[config.mk]
export PLATFORM = sky130hd
export DESIGN_NAME = img_stream_fetch
export DESIGN_NICKNAME = d
export VERILOG_FILES = /design/src/rtl/img_pkg.sv /design/src/rtl/fetch_skid_fifo.sv /design/src/rtl/img_stream_fetch.sv
export SDC_FILE = /design/constraint.sdc
export NUM_CORES = 1
export LEC_CHECK = 0
export BUFFER_PORTS_ARGS = -buffer_cell sky130_fd_sc_hd__buf_4
export CELL_PAD_IN_SITES_DETAIL_PLACEMENT = 2
export CELL_PAD_IN_SITES_GLOBAL_PLACEMENT = 2
export CORE_UTILIZATION = 33
export DETAILED_ROUTE_END_ITERATION = 12
export GPL_TIMING_DRIVEN = 0
export PLACE_DENSITY = 0.86
export SLEW_MARGIN = 20
export SYNTH_ARGS = -nofsm -noshare
export SYNTH_HDL_FRONTEND = slang
export SYNTH_SLANG_ARGS = --single-unit
[constraint.sdc]
create_clock -name clk -period 2 [get_ports clk]
set_input_delay 0.3 -clock clk [delete_from_list [all_inputs] [get_ports clk]]
set_output_delay 0.3 -clock clk [all_outputs]
set_load 0.005 [all_outputs]
[src/rtl/img_pkg.sv]
// Shared types for the image stream fetcher: FSM states and per-pixel sideband.
package img_pkg;

   localparam int SB_CH_W = 8;

   typedef enum logic [1:0] {
      IDLE  = 2'd0,
      RUN   = 2'd1,
      DRAIN = 2'd2
   } fetch_state_e;

   typedef struct packed {
      logic               sof;
      logic               eol;
      logic               eof;
      logic [SB_CH_W-1:0] ch;
   } sideband_t;

endpackage

[src/rtl/fetch_skid_fifo.sv]
// Two-entry FIFO between the registered ROM read and the output stream.
module fetch_skid_fifo #(
   parameter int W = 8
) (
   input  logic         clk,
   input  logic         rst,
   input  logic         push,
   input  logic [W-1:0] din,
   input  logic         pop,
   output logic [W-1:0] dout,
   output logic [1:0]   count
);

   logic [W-1:0] mem [2];
   logic         wr_ptr;
   logic         rd_ptr;
   logic         do_push;
   logic         do_pop;

   assign do_pop  = pop && (count != 2'd0);
   assign do_push = push && ((count != 2'd2) || do_pop);
   assign dout    = mem[rd_ptr];

   always_ff @(posedge clk) begin
      if (rst) begin
         for (int i = 0; i < 2; i++) mem[i] <= '0;
         wr_ptr <= 1'b0;
         rd_ptr <= 1'b0;
         count  <= 2'd0;
      end else begin
         if (do_push) begin
            mem[wr_ptr] <= din;
            wr_ptr      <= ~wr_ptr;
         end
         if (do_pop) rd_ptr <= ~rd_ptr;
         count <= count + {1'b0, do_push} - {1'b0, do_pop};
      end
   end

endmodule

[src/rtl/img_stream_fetch.sv]
// Streams a planar CH x WIN x WIN image out of a registered-read ROM as a
// valid/ready pixel stream with plane/row/frame markers.
module img_stream_fetch
   import img_pkg::*;
#(
   parameter int WIDTH = 16,
   parameter int CH    = 3,
   parameter int ADDR  = 18,
   parameter int WIN   = 256
) (
   input  logic                   clk,
   input  logic                   rst,
   input  logic                   start,
   output logic                   busy,
   output logic                   done,
   output logic [ADDR-1:0]        rom_addr,
   input  logic [WIDTH-1:0]       rom_data,
   output logic [WIDTH-1:0]       m_data,
   output logic                   m_valid,
   input  logic                   m_ready,
   output logic                   m_sof,
   output logic                   m_eol,
   output logic                   m_eof,
   output logic [$clog2(CH)-1:0]  m_ch
);

   localparam int CHW = $clog2(CH);
   localparam int PW  = $clog2(WIN);
   localparam int SBW = $bits(sideband_t);
   localparam logic [PW-1:0]  LAST_POS = PW'(WIN - 1);
   localparam logic [CHW-1:0] LAST_CH  = CHW'(CH - 1);

   if (longint'(CH) * longint'(WIN) * longint'(WIN) > (longint'(1) << ADDR)) begin : g_bad_size
      $error("img_stream_fetch: CH*WIN*WIN does not fit in 2**ADDR");
   end
   if (CHW > SB_CH_W) begin : g_bad_ch
      $error("img_stream_fetch: channel index wider than sideband field");
   end

   fetch_state_e         state;
   logic [PW-1:0]        col;
   logic [PW-1:0]        row;
   logic [CHW-1:0]       ch;
   logic                 inflight;
   sideband_t            cur_sb;
   sideband_t            pipe_sb;
   sideband_t            head_sb;
   logic [WIDTH-1:0]     head_data;
   logic [1:0]           fifo_count;
   logic                 pop;
   logic                 issue;
   logic                 last_pos;

   assign m_valid  = (fifo_count != 2'd0);
   assign pop      = m_valid && m_ready;
   assign done     = pop && head_sb.eof;
   assign busy     = (state != IDLE);
   assign last_pos = (col == LAST_POS) && (row == LAST_POS) && (ch == LAST_CH);

   // Slots already committed (queued + read in flight) must leave room for the
   // new read; a pop this cycle frees one.
   assign issue = (state == RUN) &&
                  ((({1'b0, fifo_count} + {2'b0, inflight}) < 3'd2) || pop);

   always_comb begin
      cur_sb     = '0;
      cur_sb.sof = (col == '0) && (row == '0);
      cur_sb.eol = (col == LAST_POS);
      cur_sb.eof = last_pos;
      cur_sb.ch  = SB_CH_W'(ch);
   end

   always_ff @(posedge clk) begin
      if (rst) begin
         state    <= IDLE;
         col      <= '0;
         row      <= '0;
         ch       <= '0;
         rom_addr <= '0;
         inflight <= 1'b0;
         pipe_sb  <= '0;
      end else begin
         inflight <= issue;
         if (issue) begin
            pipe_sb <= cur_sb;
            if (last_pos) begin
               col      <= '0;
               row      <= '0;
               ch       <= '0;
               rom_addr <= '0;
            end else begin
               rom_addr <= rom_addr + ADDR'(1);
               if (col == LAST_POS) begin
                  col <= '0;
                  if (row == LAST_POS) begin
                     row <= '0;
                     ch  <= ch + CHW'(1);
                  end else begin
                     row <= row + PW'(1);
                  end
               end else begin
                  col <= col + PW'(1);
               end
            end
         end
         case (state)
            IDLE:    if (start) state <= RUN;
            RUN:     if (issue && last_pos) state <= DRAIN;
            DRAIN:   if (done) state <= IDLE;
            default: state <= IDLE;
         endcase
      end
   end

   // The ROM registers its output, so the sideband captured at issue lines up
   // with rom_data on the following cycle.
   fetch_skid_fifo #(.W(WIDTH + SBW)) u_fifo (
      .clk   (clk),
      .rst   (rst),
      .push  (inflight),
      .din   ({rom_data, pipe_sb}),
      .pop   (pop),
      .dout  ({head_data, head_sb}),
      .count (fifo_count)
   );

   assign m_data = head_data;
   assign m_sof  = head_sb.sof;
   assign m_eol  = head_sb.eol;
   assign m_eof  = head_sb.eof;
   assign m_ch   = CHW'(head_sb.ch);

endmodule

==> results.cfg, run 1 <==
[timing]
slew_headroom = 0.533
fin_crit_ns = 1.89
worstMarginPinSlew_ns = 0.700
grt_setup_unrepaired = no
timing_max_transition_violations_final = 0
fin_ws_ns = 0.110
hold_viol = 0
clock.fmax_mhz = 529
setup_viol = 0
fin_worst_skew_ns = 0.00748
finalCritPeriodShare = 0.945

[finish]
drive_above_1_share = 0.275
final_cells = 629
multi_input_area_mm2 = 0.00181
final_util = 0.431
nFillCells = 1290
seq_area_mm2 = 0.00224
finalNetCount = 483
syn_to_final_growth_pct = 24.8
antenna_cells = 0

[synth]
ys_top_cells_by_count = dfxtp_1 (49), and2_1 (45), edfxtp_1 (42)
syn_inst = 384
synth_seq_area_share = 0.532
synth.avg_cell_area_um2 = 11.0
synth_seq_cells = 91
synth_fp_nets = 411
synth-edff-count = 42
synth_async_sr_flop_share = 0
yosysMostFrequentCell = dfxtp_1
synth_area_leaders = edfxtp_1 (30%), dfxtp_1 (23%), and2_1 (6.7%)
yosysWarnings = 0
netlist.area_leader.share = 0.299
synth_cell_types = 44
netlist_area_mm2 = 0.00422
synth-main-ff-cell = dfxtp_1
synth_area_leader_cell = edfxtp_1

[status]
status = complete, no violations

[critical_path]
start_kind = register
crit_fanout = 10
worstSetupPathType = register to register
cp.arrival_ns = 1.99
critPathRequiredTime_ns = 2.10
end_kind = register

[die]
dieArea_mm2 = 0.0132
start_util = 0.345
core-area_mm2 = 0.0122
die_y_um = 115
die_x_um = 115
fp-row-count = 40
io_pins = 62

[placement]
pre_cts_slack_ns = -0.148
io_buffers = 60
place_hpwl_um = 8430
place_inst = 613
gp_congestion = 0.719

[route]
drc = 0
num_vias = 3256
viasPerCell = 5.18
routed_wl_um = 12000
wl_per_cell_um = 19.0
ant_nets = 0
dr.pass1.iters = 4
drt-initial-drc-count = 112

[pwr]
p_leak_nw = 1.96
p_total_mw = 5.11
vdd_drop_max_uv = 476
power_density_mw_per_mm2 = 972

[grt]
grt_max_degree = 22
antenna_found_initial = 0
grt_pass1_wl_um = 19200
grt_overflow = 0
grt_pass1_vias = 3736
gr-usage-all-layers = 0.191

[clock_network]
cts-buffers-inserted = 9
cts_tree = done
root_buffer = clkbuf_16
clock_path_buffers = 2
clk_pin_slew_ns = 0.07
clkSinkCount = 91
clk_latency_ns = 0.34
htreeDepth = 3

[worst_hold_path]
worstHoldPathType = primary input to register

[flow_run]
max_cap_violations = 0
## cell families after synthesis
group	after synthesis	share of synthesized area
mux	24	0.0632
fa+ha+maj	7	0.0208
xor+xnor	13	0.0270
compound gates	74	0.114
buf+inv	33	0.0445
flops	91	0.532
simple gates	142	0.199
## cell usage in the layout, fill, tap and decap left out, drive strengths merged, types with 14 or more instances in the layout
master and count:
and2 45, or4 14, nand2 17, nor2 18, a21oi 33, o21ai 14, clkbuf 19, edfxtp 42
dfxtp 49, mux2 21, buf 72
## stage by stage
step,area [µm²],hold slack (ns),TNS (ns)
2_1_floorplan,4220,0.422,0
3_3_place_gp,4880,0.444,-16.38
3_5_place_dp,4890,0.468,-5.92
4_1_cts,5250,0.239,0
5_1_grt,5260,0.250,0
6_report,5260,0.246,0
## critical path, stage by stage, from the launching register on
cell	delay (ns)
dfxtp_1	0.44
nand2b_1	0.09
o21ai_1	0.43
nor3_1	0.17
clkbuf_1	0.28
and2_1	0.25
## power breakdown
part | leakage, nW | switching (mW) | internal (mW)
combinational | 0.969 | 0.494 | 0.495
clock | 0.159 | 0.742 | 1.22
sequential | 0.834 | 0.0874 | 2.07
total | 1.96 | 1.32 | 3.79
## sequential cells by signal, summed over array words and instances, names as in the netlist, named ones only
signal	cells
state	2
u_fifo.wr_ptr	1
row	8
col	8
u_fifo.mem	42
pipe_sb	5
u_fifo.rd_ptr	1
inflight	1
u_fifo.count	2
rom_addr	18
ch	2
## cell type report
class | instances | share of cell area
buffer | 20 | 0.0269
multi-input combinational | 260 | 0.345
inverter | 13 | 0.00927
tap | 168 | 0.0400
clock inverter | 6 | 0.0216
timing repair buffer | 61 | 0.0878
sequential | 91 | 0.426
clock buffer | 10 | 0.0435
## final timing paths
check	end	startpoint	slack, ns	cells past startpoint
max	u_fifo.mem[0][9]	u_fifo.count[1]	0.11	5
min	u_fifo.mem[1][5]	rom_data[0]	0.25	2
max reg2reg	u_fifo.mem[0][9]	u_fifo.count[1]	0.11	5
min reg2reg	pipe_sb[8]	pipe_sb[8]	0.48	2
## per-layer routing
layer,up-vias,wire [µm],track usage
met2,62,6610,0.376
met5,-,0,0
li1,1543,-,-
met4,0,183,0.0684
met3,14,422,0.0290
met1,1637,4760,0.204
## timing repair
item | 4_1_cts | 5_1_grt
buffers inserted | 0 | 0
hold buffers | 0 | 0
pin swaps | 0 | 0
setup endpoints to repair | 69 | 26
gates resized for setup | 5 | 3
(Power assumes the default switching activity.)
==> inputs of run 2 (changes only) <==
Settings changed: CORE_UTILIZATION 33 to 37, PLACE_DENSITY 0.86 to 0.9.
Clock period 2 ns to 2.17 ns, I/O delays scaled along.
==> run 2 against run 1 <==
  * Largest power group unchanged
  * Clock skew rose by 0.0038 ns
  * Die area fell by 11%
  * Cell area fell by 1.6%
  * Clock power fell by 15%
  * First-iteration DRC count rose by 25%
  * Utilization rose by 4.1 points
  * Via count rose by 1.8%
==> results.cfg, run 2 (synthesis results as in run 1) <==
[status]
status = complete, no violations

[finish]
top_register = u_fifo.mem
drive_above_1_share = 0.269
antenna_cells = 0
final_util = 0.471
largest_reg_flops = 42
reg_top3 = u_fifo.mem x42, rom_addr x18
final_common_cell = buf_4
final_cells = 601
syn_to_final_growth_pct = 22.8
finalNetCount = 483
layout_common_cells = buf_4 (60), dfxtp_1 (49), and2_1 (45)

[timing]
hold_viol = 0
fin_ws_ns = 0.101
fin_crit_ns = 2.07
grt_setup_unrepaired = no
setup_viol = 0
fin_tns_setup_ns = 0
slew_headroom = 0.442
timing_max_transition_violations_final = 0
clock.fmax_mhz = 483
worstMarginPinSlew_ns = 0.828
fin_worst_skew_ns = 0.0113
finalCritPeriodShare = 0.953

[route]
drc = 0
ant_nets = 0
viasPerCell = 5.52
wl_per_cell_um = 22.9
dr.pass1.iters = 4
drt-initial-drc-count = 140
num_vias = 3316
routed_wl_um = 13800

[critical_path]
r2r_slack_ns = 0.10
crit_fanout = 6
critPathRequiredTime_ns = 2.42
r2r_end = ch[0]
r2r-start = row[0]
cp.arrival_ns = 2.32
r2r_cells = 5
end_kind = register
worstSetupPathType = register to register
start_kind = register

[die]
io_pins = 62
start_util = 0.384
die_x_um = 109
die_y_um = 109
core-area_mm2 = 0.0110
dieArea_mm2 = 0.0118
fp-row-count = 38

[worst_hold_path]
hold_end = u_fifo.mem[1][9]
min_path_cells = 2
worstHoldPathType = primary input to register
min_from = rom_data[4]

[placement]
io_buffers = 60
place_inst = 585
gp_congestion = 0.741
place_hpwl_um = 8770
pre_cts_slack_ns = 0.0134

[flow_run]
max_cap_violations = 0

[grt]
grt_pass1_wl_um = 21200
grt_pass1_vias = 3682
grt_max_degree = 22
antenna_found_initial = 0
gr-usage-all-layers = 0.245
grt_overflow = 0

[clock_network]
clock_path_buffers = 2
root_buffer = clkbuf_16
clk_latency_ns = 0.35
cts_tree = done
cts-buffers-inserted = 9
clk_pin_slew_ns = 0.07
clkSinkCount = 91
htreeDepth = 3

[pwr]
power_density_mw_per_mm2 = 891
p_leak_nw = 1.95
p_total_mw = 4.61
vdd_drop_max_uv = 524
==> run 2: cell count changes in the layout (fill, tap and decap cells not counted), sizes merged <==
cell,change
bufinv,-2
clkbuf,+2
==> run 2: repair_timing <==
item | CTS | global route
gates resized for setup | 2 | 4
setup buffers | 0 | 0
setup endpoints to repair | 41 | 20
hold buffers | 0 | 0
==> run 2: through the flow <==
stage,hold slack [ns],instance area [µm²]
after CTS,0.261,5170
final,0.266,5180
after floorplan,0.422,4220
after global routing,0.272,5180
after detailed placement,0.475,4860
after global placement,0.441,4840
==> run 2: cell type report <==
type                       count  area (µm²)
inverter                      13        48.8
buffer                        20         141
tap                          140         175
clock buffer                  12         258
timing repair buffer          61         465
clock inverter                 4        50.0
sequential                    91        2240
multi-input combinational    260        1800
fill                        1126        5810
==> run 2: worst max path at each step <==
stage,startpoint,endpoint,slack [ns],cells after the start
after floorplan,m_ready,u_fifo.mem[0][0],0.19,3
after global placement,m_ready,u_fifo.mem[0][14],-0.56,4
after detailed placement,m_ready,u_fifo.mem[1][18],0.01,5
after CTS,register,m_ch[0],0.02,3
after global routing,col[0],ch[0],0.0001,7
final,row[0],ch[0],0.10,5
==> run 2: layer usage <==
metal,global-route usage,share of wire
met1,0.274,0.41
met2,0.453,0.53
met3,0.0502,0.040
met4,0.0965,0.027
met5,0,0
==> run 2: worst max-delay path: stages, from the launching register on <==
cell and delay [ns]:
dfxtp_1 0.42, ha_1 0.23, and3_1 0.27, nand2_1 0.19, or4_1 0.58, a21oi_1 0.28
==> run 2: report_power, final <==
group	switching, mW	leakage [nW]	total, mW	internal (mW)
clock	0.704	0.144	1.67	0.963
sequential	0.0984	0.834	2.01	1.91
combinational	0.481	0.971	0.940	0.459
total	1.28	1.95	4.61	3.33
